===== config.mk =====
export PLATFORM = sky130hd
export DESIGN_NAME = traffic_seq_ctrl_flat
export DESIGN_NICKNAME = d
export VERILOG_FILES = /design/src/rtl/traffic_seq_ctrl_pkg.sv /design/src/rtl/traffic_seq_ctrl_if.sv /design/src/rtl/traffic_seq_ctrl_phase_timer.sv /design/src/rtl/traffic_seq_ctrl.sv /design/src/flat_wrapper.sv
export SDC_FILE = /design/constraint.sdc
export NUM_CORES = 1
export LEC_CHECK = 0
export ABC_AREA = 1
export CAP_MARGIN = 20
export CORE_AREA = 2 2 39 41
export CTS_CLUSTER_DIAMETER = 150
export DETAILED_ROUTE_END_ITERATION = 8
export DIE_AREA = 0 0 41 43
export GPL_TIMING_DRIVEN = 0
export PLACE_DENSITY_LB_ADDON = 0.1
export SYNTH_ARGS = -nofsm -noshare
export SYNTH_HDL_FRONTEND = slang
export SYNTH_HIERARCHICAL = 1
export SYNTH_SLANG_ARGS = --single-unit
export TNS_END_PERCENT = 5

===== constraint.sdc =====
create_clock -name clk -period 1.8 [get_ports clk]
set_input_delay 0.36 -clock clk [delete_from_list [all_inputs] [get_ports clk]]
set_output_delay 0.36 -clock clk [all_outputs]
set_load 0.02 [all_outputs]

===== src/rtl/traffic_seq_ctrl_pkg.sv =====
// Shared phase encodings, lamp codes and timer helpers for the traffic sequencer.
// Pure declarations; no latency or flow control.
package traffic_pkg;

    typedef enum logic [2:0] {
        NS_G = 3'd0,
        NS_Y = 3'd1,
        AR1  = 3'd2,
        EW_G = 3'd3,
        EW_Y = 3'd4,
        AR2  = 3'd5,
        WALK = 3'd6
    } phase_t;

    localparam logic [2:0] RED = 3'b100;
    localparam logic [2:0] YEL = 3'b010;
    localparam logic [2:0] GRN = 3'b001;

    localparam int TIMER_W = 4;

    // A zero-length phase is stretched to one cycle, so the reload value saturates at 0.
    function automatic logic [TIMER_W-1:0] phase_len_m1(input logic [TIMER_W-1:0] t);
        return (t == '0) ? '0 : t - 1'b1;
    endfunction

endpackage


===== src/rtl/traffic_seq_ctrl_if.sv =====
// Control/lamp bundle of the traffic sequencer; master drives enable and ped_req.
// Combinational wires only; no latency or backpressure.
interface traffic_seq_ctrl_if;
    import traffic_pkg::*;

    logic               enable;
    logic               ped_req;
    logic [2:0]         ns_light;
    logic [2:0]         ew_light;
    logic               walk;
    logic               ped_ack;
    phase_t             phase;
    logic [TIMER_W-1:0] timer_val;

    modport master (
        output enable, ped_req,
        input  ns_light, ew_light, walk, ped_ack, phase, timer_val
    );

    modport slave (
        input  enable, ped_req,
        output ns_light, ew_light, walk, ped_ack, phase, timer_val
    );

endinterface


===== src/rtl/traffic_seq_ctrl_phase_timer.sv =====
// 4-bit loadable down-counter; load has priority, counting stops at zero.
// Count updates on the clock edge after load/enable; enable=0 holds the count.
module phase_timer #(
    parameter logic [3:0] RST_VAL = 4'd0
) (
    input  logic       clk,
    input  logic       reset,
    input  logic       enable,
    input  logic       load,
    input  logic [3:0] load_val,
    output logic [3:0] count,
    output logic       zero
);

    always_ff @(posedge clk or posedge reset) begin
        if (reset) begin
            count <= RST_VAL;
        end else if (load) begin
            count <= load_val;
        end else if (enable && (count != 4'd0)) begin
            count <= count - 4'd1;
        end
    end

    assign zero = (count == 4'd0);

endmodule


===== src/rtl/traffic_seq_ctrl.sv =====
// Traffic-light sequencer NS_G->NS_Y->AR1->EW_G->EW_Y->AR2 with optional pedestrian WALK (PED_WALK_EN).
// Moore lamp outputs, zero latency from state; enable=0 freezes everything except request capture.
module traffic_seq_ctrl
    import traffic_pkg::*;
#(
    parameter logic [3:0] T_GREEN  = 4'd10,
    parameter logic [3:0] T_YELLOW = 4'd3,
    parameter logic [3:0] T_ALLRED = 4'd1,
    parameter logic [3:0] T_WALK   = 4'd6
) (
    input  logic               clk,
    input  logic               reset,
    traffic_seq_ctrl_if.slave  bus
);

    localparam logic [3:0] GREEN_M1  = phase_len_m1(T_GREEN);
    localparam logic [3:0] YELLOW_M1 = phase_len_m1(T_YELLOW);
    localparam logic [3:0] ALLRED_M1 = phase_len_m1(T_ALLRED);
    localparam logic [3:0] WALK_M1   = phase_len_m1(T_WALK);

    phase_t     state;
    phase_t     state_nxt;
    logic       adv;
    logic       tmr_load;
    logic [3:0] tmr_load_val;
    logic [3:0] tmr_count;
    logic       tmr_zero;

`ifdef PED_WALK_EN
    logic ped_pending;
    logic walk_entry;

    assign walk_entry = (state_nxt == WALK) && (state != WALK);

    // A request coinciding with the WALK entry re-arms pending for the next cycle.
    always_ff @(posedge clk or posedge reset) begin
        if (reset) begin
            ped_pending <= 1'b0;
        end else begin
            ped_pending <= bus.ped_req | (ped_pending & ~walk_entry);
        end
    end
`else
    logic unused_ped_req;
    assign unused_ped_req = bus.ped_req;
`endif

    always_ff @(posedge clk or posedge reset) begin
        if (reset) begin
            state <= AR2;
        end else begin
            state <= state_nxt;
        end
    end

    assign adv = bus.enable && tmr_zero;

    always_comb begin
        state_nxt = state;
        case (state)
            NS_G: if (adv) state_nxt = NS_Y;
            NS_Y: if (adv) state_nxt = AR1;
            AR1:  if (adv) state_nxt = EW_G;
            EW_G: if (adv) state_nxt = EW_Y;
            EW_Y: if (adv) state_nxt = AR2;
`ifdef PED_WALK_EN
            AR2:  if (adv) state_nxt = ped_pending ? WALK : NS_G;
            WALK: if (adv) state_nxt = NS_G;
`else
            AR2:  if (adv) state_nxt = NS_G;
`endif
            default: state_nxt = AR2;
        endcase
    end

    // Every transition differs from the current state, so a change of state is the reload strobe;
    // this also covers recovery from an illegal encoding regardless of enable.
    assign tmr_load = (state_nxt != state);

    always_comb begin
        tmr_load_val = ALLRED_M1;
        case (state_nxt)
            NS_G, EW_G: tmr_load_val = GREEN_M1;
            NS_Y, EW_Y: tmr_load_val = YELLOW_M1;
            WALK:       tmr_load_val = WALK_M1;
            default:    tmr_load_val = ALLRED_M1;
        endcase
    end

    phase_timer #(
        .RST_VAL (ALLRED_M1)
    ) u_phase_timer (
        .clk      (clk),
        .reset    (reset),
        .enable   (bus.enable),
        .load     (tmr_load),
        .load_val (tmr_load_val),
        .count    (tmr_count),
        .zero     (tmr_zero)
    );

    always_comb begin
        bus.ns_light = RED;
        bus.ew_light = RED;
        bus.walk     = 1'b0;
        bus.ped_ack  = 1'b0;
        case (state)
            NS_G: bus.ns_light = GRN;
            NS_Y: bus.ns_light = YEL;
            EW_G: bus.ew_light = GRN;
            EW_Y: bus.ew_light = YEL;
`ifdef PED_WALK_EN
            WALK: begin
                bus.walk    = 1'b1;
                bus.ped_ack = (tmr_count == WALK_M1);
            end
`endif
            default: ;
        endcase
    end

    assign bus.phase     = state;
    assign bus.timer_val = tmr_count;

endmodule

===== src/flat_wrapper.sv =====
// flat-port wrapper written by rule: the top's interface ports become plain ports
module traffic_seq_ctrl_flat import traffic_pkg::*;
#(
    parameter logic [3:0] T_GREEN  = 4'd10,
    parameter logic [3:0] T_YELLOW = 4'd3,
    parameter logic [3:0] T_ALLRED = 4'd1,
    parameter logic [3:0] T_WALK   = 4'd6
)
  (clk, reset, bus_enable, bus_ped_req, bus_ns_light, bus_ew_light, bus_walk, bus_ped_ack, bus_phase, bus_timer_val);
  traffic_seq_ctrl_if bus_i ();
  input  logic clk;
  input  logic reset;
  input wire logic [$bits(bus_i.enable)-1:0] bus_enable;
  input wire logic [$bits(bus_i.ped_req)-1:0] bus_ped_req;
  output wire logic [$bits(bus_i.ns_light)-1:0] bus_ns_light;
  output wire logic [$bits(bus_i.ew_light)-1:0] bus_ew_light;
  output wire logic [$bits(bus_i.walk)-1:0] bus_walk;
  output wire logic [$bits(bus_i.ped_ack)-1:0] bus_ped_ack;
  output wire logic [$bits(bus_i.phase)-1:0] bus_phase;
  output wire logic [$bits(bus_i.timer_val)-1:0] bus_timer_val;
  assign bus_i.enable = bus_enable;
  assign bus_i.ped_req = bus_ped_req;
  assign bus_ns_light = bus_i.ns_light;
  assign bus_ew_light = bus_i.ew_light;
  assign bus_walk = bus_i.walk;
  assign bus_ped_ack = bus_i.ped_ack;
  assign bus_phase = bus_i.phase;
  assign bus_timer_val = bus_i.timer_val;
  traffic_seq_ctrl #(.T_GREEN(T_GREEN), .T_YELLOW(T_YELLOW), .T_ALLRED(T_ALLRED), .T_WALK(T_WALK)) u_core (.clk(clk), .reset(reset), .bus(bus_i));
endmodule

==> results.txt, run 1 <==
The run finished with clean final reports. The startpoint identified for the worst register-to-register timing path is u_core/u_phase_timer/count[0]$_DFFE_PP0P_. In this run the count of I/O pins placed on the die edge is 19. The capturing element type of the critical path is a primary output.

The power per cell area came out at just over 2000 nW/µm². The number of fill cells is 141. The worst setup slack after layout came out at 76.31 ps. At the worst endpoint, the arrival time is 1360 ps.

The cell type contributing the most total cell area after synthesis is nand2_1. The first routing iteration left 2 violations. The largest fanout on the critical path came out at 4. A synthesized cell averages 6.372 µm². The final cell count without fillers came out at approximately 130. In the final layout, the share of cells above drive strength 1 is 26.36%. The final HPWL from detailed placement is 964 µm. The number of max-cap violations came out at 0. The post-detailed-routing wire length came out at 1183 µm. The initial core utilization came out at around two fifths. The post-route antenna net violation count is 0. The synthesized netlist devotes a little over 50% of its cell area to simple gates. The repair_antennas step left the layout with diodes totalling 0. The routed wire length per instance came out at 9.389 µm. The worst setup slack for register-to-register paths came out at roughly 170 ps.

The row count is 14. The number of failing setup endpoints in the final timing report is 0. The die is 43 µm tall.

Entering global routing, the biggest net connects 9 pins. The first-pass iteration count of the detailed router is 2. The final number of hold-violating endpoints is 0. Counting every instance in the synthesized netlist gives 86.

The via count of the first global-routing pass is ~480. The endpoint identified for the worst register-to-register timing path is u_core/u_phase_timer/count[0]$_DFFE_PP0P_. The cts-stage hold buffer count came out at 0. The clock transition at the registers of the reported paths is 50 ps. Counting tap cells, the placed design contains a total of 119 instances.

The endpoint required time on the critical path came out at 1440 ps. TritonCTS built the clock tree. The count of input and output buffers is 15. The final net count is approximately 120. The relative area change from synthesis to final layout came out at 41.55%. The worst vdd rail ir drop came out at 0.8830 mV. The global-route wire length before repair is 1876 µm. The worst-case clock skew is 2.886 ps.

The final instance area came out at 775.7 µm². By area, the combinational part of the netlist is dominated by simple AND/OR/NAND/NOR gates. The compound-cell area share of the yosys netlist came out at ~1.8%. The number of warnings printed during yosys synthesis is 6.

Global routing used ~16% of the available tracks. The die span in x is between 40 and 50 µm. In this run the worst setup path begins at u_core/u_phase_timer/count[0]$_DFFE_PP0P_. The count of unresolved DRC violations after routing is 0. The post-synthesis instance area came out at approximately 550 µm². Of the total synthesized cell area, the portion taken by XOR and XNOR cells is 0%.

Sorting the synthesized cells by area gives the leading types as nand2_1, dfrtp_1, dfstp_2. The maximum buffer depth of the clock tree came out at 2. The placer's final routability congestion estimate is 0.7286. The per-cell via count in the routed design is 4.429. The die footprint is 1763 µm². The portion of the clock cycle consumed by the worst path in the final layout came out at 95.76%. The maximum clock rate is between 500 and 600 MHz. The total overflow left after global routing is 0. The maximum level of the CTS H-tree came out at 1.

The total power draw came out at 1.585 mW. The sequential cell area fraction in the yosys report came out at between 30% and 40%. Setup repair after global routing could not meet its margin everywhere. The path class of the tightest hold or removal check is input port to async pin.

The total number of vias is about 560. The initial antenna violation count came out at 0. STA classifies the critical path startpoint as a register. The synthesized flop and latch total came out at 7. The share of Yosys cell area claimed by the top area cell type came out at between 20% and 30%. The fraction of the mapped netlist area in adder cells came out at 2.283%. The CTS root buffer is clkbuf_4.

The clock period minus final worst setup slack came out at 1724 ps. The number of max-slew violations in the final report came to 0. In this run the worst setup path terminates at bus_timer_val[0].

Counting distinct cell types in the post-synthesis netlist gives 20. Prior to clock tree synthesis, the placed netlist has a worst setup slack of -32.86 ps. The proportion of synthesized area in mux cells is 0%. In the layout the commonest cells are nand2_1, clkdlybuf4s50_1, inv_1, nand3_1, inv_2. The tree built by TritonCTS fans out to 7 sinks. The placed standard-cell area came out at around 730 µm². Counting the buffers created by CTS gives 3.

The worst register-to-register path has a depth of 15. At the end of the flow the core is filled with cells to 56.06%. The clock latency reported for the late side of the worst-skew pair came out at approximately 250 ps.

The leakage component of the power came out at 0.4397 nW. The critical path is of the register to primary output type. Leaving out fill and tap cells, the most frequent cell in the layout is nand2_1.

The area inside the core boundary is roughly 1400 µm².
-- power breakdown --
group          internal [mW]  switching (mW)
sequential             0.247          0.0927
clock                 0.0844          0.0550
combinational          0.445           0.660
-- layer usage --
metal,up-vias,part of all wire [%],GRT usage [%]
li1,305,-,-
met5,-,0,0
met3,0,4.1,6.283
met2,11,52,26.25
met4,0,0,4.000
met1,242,44,17.32
-- critical path, stage by stage, from the launching register on --
cell and delay, ps:
dfrtp_1 400, buf_4 130, clkdlybuf4s50_1 580
-- worst min path at each step --
stage / from / end / slack [ps] / cells past startpoint
after floorplan: reset / u_core/bus.phase[1]$_DFF_PP0_ / 110 / 1
after global placement: reset / u_core/bus.phase[1]$_DFF_PP0_ / 560 / 2
after detailed placement: u_core/u_phase_timer/count[1]$_DFFE_PP0P_ / u_core/u_phase_timer/count[1]$_DFFE_PP0P_ / 560 / 2
after CTS: reset / u_core/bus.phase[1]$_DFF_PP0_ / 310 / 2
after global routing: reset / u_core/bus.phase[1]$_DFF_PP0_ / 330 / 2
final: reset / u_core/bus.phase[1]$_DFF_PP0_ / 320 / 2
-- stage by stage --
stage                     hold WS, ps  TNS (ps)
after floorplan                 112.2         0
after global placement          562.2    -30.00
after detailed placement        564.8    -61.61
after CTS                       311.8         0
after global routing            328.4    -10.83
final                           319.8         0
-- layout make-up --
class / count / area [µm²] / share of cell area [%]
Multi-Input combinational cell: 65 / 325.3 / 41.94
Sequential cell: 7 / 177.7 / 22.90
Timing Repair Buffer: 18 / 158.9 / 20.48
Inverter: 14 / 52.55 / 6.774
Clock buffer: 4 / 26.28 / 3.387
Tap cell: 16 / 20.02 / 2.581
Buffer: 2 / 15.01 / 1.935
-- cells in the mapped netlist --
cell,number
nor2_2,2
conb_1,1
nor2_1,5
nor3_1,1
inv_1,10
nand3b_1,2
nand4_1,1
clkinv_1,1
nand3_1,7
ha_1,1
dfrtp_1,5
nand2_4,1
nand2_1,34
inv_2,3
nor3_2,1
nand2_2,4
nand3_2,1
o21ai_0,2
buf_4,2
dfstp_2,2
-- flip-flops by register name, indices dropped and copies added (netlist names) --
signal                      cells
u_core/u_phase_timer/count      4
u_core/bus.phase                3
-- logic make-up (layout without fill, tap and decap cells) --
group                      count (synthesis)  in the layout
adders and majority gates                  1              1
DFF                                        7              7
AOI/OAI and AO/OA                          2              2
and+or+nand+nor                           59             59
other                                      1              3
buffers and inverters                     16             38
-- timing repair --
action,CTS,global route
pin swaps,0,1
endpoints found under the setup margin,7,8
gates resized for setup,10,9
endpoints found under the hold margin,0,0
cloned,0,0
buffers inserted,0,3
Power figures use the tool's default switching activity.
==> run 2: changes to the inputs <==
Settings changed: CAP_MARGIN 20 to unset, SYNTH_HIERARCHICAL 1 to unset.
==> run 2 against run 1 <==
- cell count shrank 10%
- clock skew hardly changed
- critical path depth is 4 higher
- first-iteration DRC count rose to 4.0 times the previous value
- register-to-register slack better by 300 ps
- clock power grew 3%
- area after synthesis decreased by 8.2%
- synthesized cell count decreased by 10%
- sequential cell count stayed put
- worst setup slack got worse by 50 ps
- sequential power barely moved
- critical path type unchanged
- largest power group unchanged
==> results.txt, run 2 <==
CTS placed an instance of clkbuf_4 at the clock tree root. The maximum level of the CTS H-tree is 1 (unchanged). The number of fill cells came out at 149 (+5.7%).

The maximum buffer depth of the clock tree is 2 (unchanged). The per-cell via count in the routed design is 4.230 (-4.5%). The initial core utilization is 36.35% (-3.3 points).

The arrival time at the worst endpoint came to 1410 ps (+50 ps). The sequential cell area fraction in the yosys report is 35.32% (+2.9 points). The net switching power is 0.6269 mW (-22%). The cell depth of the worst flop-to-flop path is 8 (-7). The most frequent cell after synthesis is nand2_1. The antenna cell count was 0 (unchanged). The signal on the critical path passes through nor2_2, inv_1, nor2_1, or2_1, inv_1, buf_6.

The number of max-slew violations in the final report is 0 (unchanged). The area taken by multi-input logic gates came out at 261.5 µm² (-20%). The number of clock sinks came out at 7 (unchanged). The row count came out at 14 (unchanged).

The number of max-cap violations came out at 0 (unchanged). The tightest min-delay check is of the input port to async pin type. The post-route antenna net violation count came to 0 (unchanged). The library cells used most frequently in the layout, excluding fill and tap cells, are nand2_1, inv_1, nor2_1. The clock period minus final worst setup slack came out at 1774 ps (+49.82 ps). The residual overflow from global routing is 0 (unchanged).

The portion of total power attributed to the clock network came out at 11.0% (+2.2 points). The sequential fraction of design power is 26.2% (+4.7 points). The count of distinct cell types in the synthesized netlist was 18 (-10%). Sorting the synthesized cells by how often they occur yields nand2_1, inv_1, nor2_1, dfrtp_1.

The area inside the core boundary came to 1384 µm² (unchanged). The portion of the clock cycle consumed by the worst path in the final layout came to 98.53% (+2.8 points). The total power draw is 1.304 mW (-18%). The post-synthesis instance area was 503.0 µm² (-8.2%). The die footprint came out at 1763 µm² (unchanged). The flip-flop count of the largest register, all copies and words added came to 4 (unchanged). In this design, the critical path's most frequently occurring cell is inv_1. Leaving out fill and tap cells, the most frequent cell in the layout is nand2_1.

The highest cell delay on the worst timing path came out at 580 ps (about the same). The final HPWL from detailed placement is 798.7 µm (-17%). The final net count is 104 (-10%).

The total routing usage reported by global routing came out at 14.05% (-1.6 points). The area occupied by registers came out at 177.7 µm² (unchanged). The run finished with clean final reports.

Setup repair after global routing could not meet its margin everywhere. The post-placement cell count is 109 (-8.4%). The initial antenna violation count is 0 (unchanged). The placer's final routability congestion estimate came out at 0.7051 (-3.2%). The power per cell area is 1861 nW/µm² (-8.9%). The logic depth of the worst path, buffers included came to 6 (+4). The final number of hold-violating endpoints is 0 (unchanged). The count of input and output buffers is 15 (unchanged). The cell-internal power is 0.6770 mW (-13%).

The capturing element type of the critical path is a primary output. u_core.u_phase_timer.count holds more flip-flops than any other register. In the synthesized netlist the dominant register cell turns out to be dfrtp_1. The worst setup path is launched from a register. The number of standard cells after synthesis came out at 77 (-10%). The maximum number of pins on one net before global-route repair came out at 8 (-1). The maximum clock rate is 563.9 MHz (-2.8%). The final instance area came out at 700.7 µm² (-9.7%). The worst hold slack after final layout came out at 326.3 ps (+6.446 ps). Relative to the synthesized area, the layout overhead comes to 39.30%. In this design, the largest share of critical-path delay is due to flip-flops. The clock transition at the registers of the reported paths came to 50 ps (about the same).

The first-pass iteration count of the detailed router came out at 4 (+2). The number of DRC violations after detailed-routing iteration 0 is 8 (+6). The number of warnings printed during yosys synthesis came out at 0 (-6).

The setup fix buffers added after clock tree synthesis came out at 0 (unchanged). Among all stages on the critical path, the largest delay is contributed by dfstp_2. TritonCTS built the clock tree.

The worst-case clock skew came out at 2.457 ps (-0.4291 ps). The synthesized area per cell came out at 6.532 µm² (+2.5%). The path type of the worst setup path is register to primary output. The final cell count without fillers is 113 (-10%).

The fraction of the core area covered by cells at the end of the flow is 50.63% (-5.4 points). The count of unresolved DRC violations after routing came out at 0 (unchanged). The number of enable flip-flop cells after synthesis is 0 (unchanged). The global-route wire length before repair came out at 1669 µm (-11%). The endpoint required time on the critical path is 1440 ps (about the same). The leakage component of the power is 0.4087 nW (-7.1%). After synthesis, the cell types taking the most area are dfrtp_1, nand2_1, inv_1.

The share of Yosys cell area claimed by the top area cell type was 24.88% (+1.6 points). The clock latency reported for the late side of the worst-skew pair is 250 ps (about the same). The worst vdd rail ir drop is 0.6738 mV (-24%). The total number of vias is 478 (-14%). The largest fanout on the critical path came to 6 (+2).

The portion of total power attributed to combinational logic is 62.8% (-6.9 points). The placed standard-cell area came out at 681.9 µm² (-6.0%). The number of buffers added by the clock tree synthesis step is 3 (unchanged). The routed wire length per instance was 8.850 µm (-5.7%). The number of failing setup endpoints in the final timing report came out at 0 (unchanged). The synthesized flop and latch total came out at 7 (unchanged).

The post-detailed-routing wire length is 1000 µm (-15%). The total buffers and inverters traversed by the critical path came to 3 (+1). The die span in x came to 41 µm (unchanged). The synthesized design spends more area on one cell type than any other, namely dfrtp_1.

The switching part of the total is 48.08% (-2.9 points). The number of primary I/O pins came out at 19 (unchanged). The fraction of layout cells with a size suffix above 1 came out at 18.56% (-7.8 points). The via count of the first global-routing pass came to 405 (-15%). The async set-or-reset flop fraction in the synthesized netlist came out at 100.0% (unchanged). The vertical die dimension came out at 43 µm (unchanged).
-- run 2: power groups by stage --
stage / Sequential, mW / Combinational, mW / Clock [mW]
2_1_floorplan: 0.410 / 0.453 / 0
3_3_place_gp: 0.344 / 0.861 / 0
3_5_place_dp: 0.343 / 0.862 / 0
4_1_cts: 0.341 / 0.828 / 0.151
5_1_grt: 0.356 / 0.917 / 0.158
6_report: 0.342 / 0.819 / 0.143
-- run 2: what timing repair did --
action / CTS / global route
resized for setup: 15 / 7
hold buffers: 0 / 0
endpoints found under the setup margin: 8 / 6
-- run 2: worst paths after layout --
| check | startpoint | end | slack (ps) |
|---|---|---|---|
| min in group clk | u_core.u_phase_timer.count[0]$_DFFE_PP0P_ | u_core.u_phase_timer.count[0]$_DFFE_PP0P_ | 510 |
| max reg2reg | u_core.u_phase_timer.count[0]$_DFFE_PP0P_ | u_core.bus.phase[1]$_DFF_PP0_ | 470 |
| min reg2reg | u_core.u_phase_timer.count[0]$_DFFE_PP0P_ | u_core.u_phase_timer.count[0]$_DFFE_PP0P_ | 510 |
| min | reset | u_core.bus.phase[1]$_DFF_PP0_ | 330 |
| max | u_core.bus.phase[0]$_DFF_PP1_ | bus_ns_light[2] | 30 |
| max in group asynchronous | reset | u_core.bus.phase[0]$_DFF_PP1_ | 1210 |
-- run 2: area by class of cell --
cell class	count	area share (%)
Tap cell	16	2.857
Multi-Input combinational cell	53	37.32
Timing Repair Buffer	15	20.00
Sequential cell	7	25.36
Inverter	16	8.571
Clock buffer	4	3.750
Buffer	2	2.143
-- run 2: kinds of logic after synthesis --
family	Yosys count	share of synthesized area, %
DFF	7	35.32
adders and majority gates	2	4.974
AOI/OAI and AO/OA	6	6.716
and+or+nand+nor	43	37.31
buffers and inverters	18	14.92
other	1	0.7456
-- run 2: stage by stage --
| stage | setup WS, ps | setup TNS [ps] |
|---|---|---|
| 2_1_floorplan | 165.8 | 0 |
| 3_3_place_gp | -185.7 | -213.6 |
| 3_5_place_dp | -181.9 | -217.2 |
| 4_1_cts | 2.626 | 0 |
| 5_1_grt | -44.53 | -113.1 |
| 6_report | 26.49 | 0 |
-- run 2: routing by layer --
metal / track usage (%) / vias up / routed length [µm]
met4: 10.00 / 0 / 18
met1: 20.54 / 203 / 529
met2: 17.19 / 9 / 419
met3: 3.665 / 2 / 34
li1: - / 264 / -
met5: 0 / - / 0
==> run 3: changes to the inputs <==
Settings changed: CAP_MARGIN set to 15.
==> results of run 3 <==
Final layout, timing and power as in run 2 (identical DEF).
